`src/rtl/sync_fifo_ctrl.sv`:
```
`default_nettype none
// ============================================================================
// Module   : sync_fifo_ctrl
// Brief    : Single-clock FIFO with level, almost-full/empty thresholds,
//            sticky overflow/underflow, synchronous flush, optional FWFT.
// Revision : 1.0
// ============================================================================
module sync_fifo_ctrl #(
    parameter int DATA_WIDTH = 32,
    parameter int DEPTH      = 8,
    parameter int FWFT       = 0,
    parameter int AF_THRESH  = DEPTH - 1,
    parameter int AE_THRESH  = 1
) (
    input  logic                    clk,
    input  logic                    rst,
    input  logic                    flush,
    input  logic                    wr_en,
    input  logic [DATA_WIDTH-1:0]   wdata,
    output logic                    full,
    output logic                    almost_full,
    input  logic                    rd_en,
    output logic [DATA_WIDTH-1:0]   rdata,
    output logic                    rvalid,
    output logic                    empty,
    output logic                    almost_empty,
    output logic [$clog2(DEPTH):0]  level,
    output logic                    overflow,
    output logic                    underflow
);

    localparam int PW = (DEPTH < 2) ? 1 : $clog2(DEPTH);
    localparam int LW = PW + 1;

    localparam logic [LW-1:0] FULL_LVL = LW'(DEPTH);
    localparam logic [LW-1:0] AF_LVL   = LW'(AF_THRESH);
    localparam logic [LW-1:0] AE_LVL   = LW'(AE_THRESH);
    localparam logic [PW-1:0] LAST_PTR = PW'(DEPTH - 1);

    generate
        if (DEPTH < 2) begin : g_bad_depth
            $error("sync_fifo_ctrl: DEPTH must be >= 2");
        end
        if (AF_THRESH < 1 || AF_THRESH > DEPTH) begin : g_bad_af
            $error("sync_fifo_ctrl: AF_THRESH must be in 1..DEPTH");
        end
        if (AE_THRESH < 0 || AE_THRESH > DEPTH - 1) begin : g_bad_ae
            $error("sync_fifo_ctrl: AE_THRESH must be in 0..DEPTH-1");
        end
        if (DATA_WIDTH < 1) begin : g_bad_width
            $error("sync_fifo_ctrl: DATA_WIDTH must be >= 1");
        end
    endgenerate

    logic [DATA_WIDTH-1:0] mem [DEPTH];
    logic [PW-1:0]         wr_ptr;
    logic [PW-1:0]         rd_ptr;
    logic                  wr_acc;
    logic                  rd_acc;

    assign full         = (level == FULL_LVL);
    assign empty        = (level == '0);
    assign almost_full  = (level >= AF_LVL);
    assign almost_empty = (level <= AE_LVL);

    assign wr_acc = wr_en & ~full  & ~flush;
    assign rd_acc = rd_en & ~empty & ~flush;

    // Storage is deliberately left out of reset so it can map onto RAM.
    always_ff @(posedge clk) begin
        if (wr_acc) begin
            mem[wr_ptr] <= wdata;
        end
    end

    always_ff @(posedge clk or posedge rst) begin
        if (rst) begin
            wr_ptr    <= '0;
            rd_ptr    <= '0;
            level     <= '0;
            overflow  <= 1'b0;
            underflow <= 1'b0;
        end else if (flush) begin
            wr_ptr    <= '0;
            rd_ptr    <= '0;
            level     <= '0;
            overflow  <= 1'b0;
            underflow <= 1'b0;
        end else begin
            if (wr_acc) begin
                wr_ptr <= (wr_ptr == LAST_PTR) ? '0 : wr_ptr + 1'b1;
            end
            if (rd_acc) begin
                rd_ptr <= (rd_ptr == LAST_PTR) ? '0 : rd_ptr + 1'b1;
            end
            case ({wr_acc, rd_acc})
                2'b10:   level <= level + 1'b1;
                2'b01:   level <= level - 1'b1;
                default: level <= level;
            endcase
            if (wr_en && full) begin
                overflow <= 1'b1;
            end
            if (rd_en && empty) begin
                underflow <= 1'b1;
            end
        end
    end

    generate
        if (FWFT != 0) begin : g_fwft
            // Head is presented directly; gated so an empty FIFO shows zero.
            assign rdata  = empty ? '0 : mem[rd_ptr];
            assign rvalid = ~empty;
        end else begin : g_std
            logic [DATA_WIDTH-1:0] rdata_q;
            logic                  rvalid_q;

            always_ff @(posedge clk or posedge rst) begin
                if (rst) begin
                    rdata_q  <= '0;
                    rvalid_q <= 1'b0;
                end else begin
                    rvalid_q <= rd_acc;
                    if (rd_acc) begin
                        rdata_q <= mem[rd_ptr];
                    end
                end
            end

            assign rdata  = rdata_q;
            assign rvalid = rvalid_q;
        end
    endgenerate

endmodule
`default_nettype wire
```
`config.mk`:
```
export PLATFORM = sky130hd
export DESIGN_NAME = sync_fifo_ctrl
export DESIGN_NICKNAME = d
export VERILOG_FILES = /design/src/rtl/sync_fifo_ctrl.sv
export SDC_FILE = /design/constraint.sdc
export NUM_CORES = 1
export LEC_CHECK = 0
export BUFFER_PORTS_ARGS = -buffer_cell sky130_fd_sc_hd__buf_2
export CORE_MARGIN = 4
export CORE_UTILIZATION = 55
export DETAILED_ROUTE_END_ITERATION = 6
export GPL_ROUTABILITY_DRIVEN = 0
export PLACE_DENSITY = 0.74
export SLEW_MARGIN = 40
export SYNTH_ARGS = -nofsm -noshare
export SYNTH_HDL_FRONTEND = slang
export SYNTH_SLANG_ARGS = --single-unit
export TNS_END_PERCENT = 10
```
`constraint.sdc`:
```
create_clock -name clk -period 5.36 [get_ports clk]
set_input_delay 0 -clock clk [delete_from_list [all_inputs] [get_ports clk]]
set_output_delay 0 -clock clk [all_outputs]
set_load 0.01 [all_outputs]
```
==> flow_metrics.tcl <==
set metrics [dict create \
    design_area_um2 14200 \
    cts_tree "built" \
    final_cells 1148 \
    setup_viol 0 \
    first_pass_iters 5 \
    drc 0 \
    cts_buffer_depth 3 \
    pwr-share-comb_pct 20.4 \
    crit_buf_inv 2 \
    grt_max_degree 132 \
    first_iter_violations 453 \
    fp.dieW_um 155 \
    synth_area_leaders "edfxtp_1, mux2i_1, dfrtp_1, a22oi_1, nand2_1" \
    drive_gt1_share_pct 19.8 \
    critPathKind "register to register" \
    internal_power_mw 4.62 \
    grt_pass1_wl_mm 37.4 \
    vias 6613 \
    mostFrequentLayoutCells "edfxtp_1, mux2i_1, buf_2" \
    row_count 53 \
    period_needed_ps 2610 \
    path_delay_family "simple AND/OR/NAND/NOR gates" \
    syn_area_per_cell_um2 16.3 \
    dp.cells 1055 \
    mostFrequentLayoutCell "edfxtp_1" \
    routed_via_density 5.76 \
    portBuffers 79 \
    route.antenna.remaining_nets 0 \
    die_area_um2 23900 \
    clock_latency_ps 540 \
    clkTransAtPathRegs_ps 60 \
    path_cells "inv_1 -> ha_1 -> nand3b_4 -> nand4_1 -> nor2_4 -> buf_8" \
    root_buffer "clkbuf_16" \
    wl_per_cell_um 20.8 \
    synth-seq-cells 301 \
    ys_async_sr_fraction_pct 15.0 \
    syn_to_final_growth_pct 20.1 \
    clkPwrFrac_pct 34.9 \
    cts_setup_buffers 0 \
    slew_headroom_pct 55.5 \
    p_sw_share_pct 27.0 \
    clock_skew_ps 8.93 \
    ys_warn_count 0 \
    rsz0062_at_grt "false" \
    finalCritPeriodShare_pct 48.6 \
    preCtsSetupSlack_ps 2570 \
    cp-start-kind "register" \
    layout_setup_ws_ps 2750 \
    yosysSeqAreaShare_pct 74.5 \
    crit_fanout 18 \
    place_area_um2 12700 \
    power.leakage_nw 5.13 \
    worst_slew_pin_slew_ps 667 \
    multi_input_area_um2 2810 \
    syn_nets 770 \
    max_cap_violations 0 \
    final_core_util_pct 67.4 \
    cp.arrival_ps 2840 \
    nets 894 \
    critPathRequiredTime_ps 5590 \
    irDropWorstVdd_v 0.000411 \
    clock_sinks 301 \
    start_util_pct 56.1 \
    antenna_found_initial 0 \
    n_antenna_cell 0 \
    yosys.area.top_type "edfxtp_1" \
    tns_ps 0 \
    core_area_um2 21100 \
    cpMaxStageDelayCell "nor2_4" \
    p_sw_mw 1.71 \
    synth_area_um2 11800 \
    synth-edff-count 256 \
    top_level_ports 80 \
    grt_use_total_pct 19.8 \
    p_seq_share_pct 44.7 \
    grt_pass1_vias 6762 \
    power_density_nw_per_um2 445 \
    outcome "completed" \
    hp-class "input port to async pin" \
    die_h_um 155 \
    place_hpwl_mm 14.2 \
    slew_viol_final 0 \
    syn_inst 725 \
    wirelength_mm 23.9 \
    netlist.area_leader.share_pct 64.9 \
    gr-total-overflow 0 \
    max_freq_mhz 384 \
    cp_slowest_stage_delay_ps 590 \
    path_depth 6 \
    num-fill-cells 1415 \
    yosys.cell_types.count 38 \
    seqCellArea_um2 8820 \
    end_kind "register" \
    rr_worst_depth 6 \
    yosys_most_used_dff "edfxtp_1" \
    final-hold-violation-count 0 \
    htree_levels 1 \
    numCtsBuffers 30 \
]
power by group through the flow:
stage | Sequential [mW] | Combinational, mW | Clock, mW
6_report | 2.83 | 1.29 | 2.20
5_1_grt | 2.84 | 1.41 | 2.34
4_1_cts | 2.82 | 1.29 | 2.23
3_5_place_dp | 2.87 | 1.26 | 0
3_3_place_gp | 2.86 | 1.19 | 0
2_1_floorplan | 2.90 | 0.863 | 0
Yosys cell counts, types with 2 or more instances:
cell type    n
edfxtp_1   256
mux2i_1    130
nand2_1     76
a22oi_1     64
dfrtp_1     45
nand3_1     35
clkbuf_1    17
nor2_1      14
buf_2       10
buf_4       10
a21oi_1      8
ha_1         8
inv_1        8
buf_6        6
nor2b_1      4
nand2b_1     3
nand4_1      3
nor3_1       3
or3_1        3
xnor2_1      3
o21ai_0      2
worst register-to-register path, delay by kind of cell (launching register included):
family,cells,cell delay (ps)
DFF,1,490
and+or+nand+nor,3,1110
buffers and inverters,2,420
adders and majority gates,1,280
cell type report:
class	instances	share of cell area [%]
Sequential cell	301	62.0
Clock buffer	35	5.84
Inverter	9	0.290
Clock inverter	21	1.73
Timing Repair Buffer	135	7.90
Tap cell	275	2.42
Multi-Input combinational cell	372	19.8
repair_timing:
item | 4_1_cts | 5_1_grt
hold endpoints to repair | 312 | 0
hold buffers | 36 | 0
resized for setup | 0 | 0
worst paths after layout:
path,startpoint,end,slack (ps)
worst max-delay path,level[1],mem[5][8],2750
max in group asynchronous,rst,rd_ptr[0],4740
min in group clk,wdata[12],mem[1][12],270
worst max register to register,level[1],mem[5][8],2750
worst min-delay path,rst,rdata[12],130
worst min register to register,rdata[31],rdata[31],470
state kept, by name, indices dropped and copies added, names as in the netlist:
name,count
level,4
mem,256
overflow,1
rd_ptr,3
rdata,32
rvalid,1
underflow,1
wr_ptr,3
metal layers:
metal / global-route usage [%] / share of wire [%]
met5: 0 / 0
met4: 5.05 / 1.9
met3: 3.16 / 5.2
met2: 34.8 / 52
met1: 26.1 / 41
through the flow:
step	power (mW)	hold WS [ps]
2_1_floorplan	3.76	98.9
3_3_place_gp	4.06	260
3_5_place_dp	4.13	159
4_1_cts	6.35	136
5_1_grt	6.60	179
6_report	6.32	127
cells by family (layout without fill, tap and decap cells):
kind of cell | count (synthesis) | in the layout | synth area share (%)
flip-flops | 301 | 301 | 74.5
AND/OR/NAND/NOR | 149 | 149 | 5.88
multiplexers | 131 | 131 | 11.1
AO/OA/AOI/OAI | 81 | 81 | 4.99
buffers and inverters | 52 | 200 | 2.49
adder cells (fa/ha/maj) | 8 | 8 | 0.846
XOR/XNOR | 3 | 3 | 0.222
Note: power is estimated with default switching activity, not from simulation.
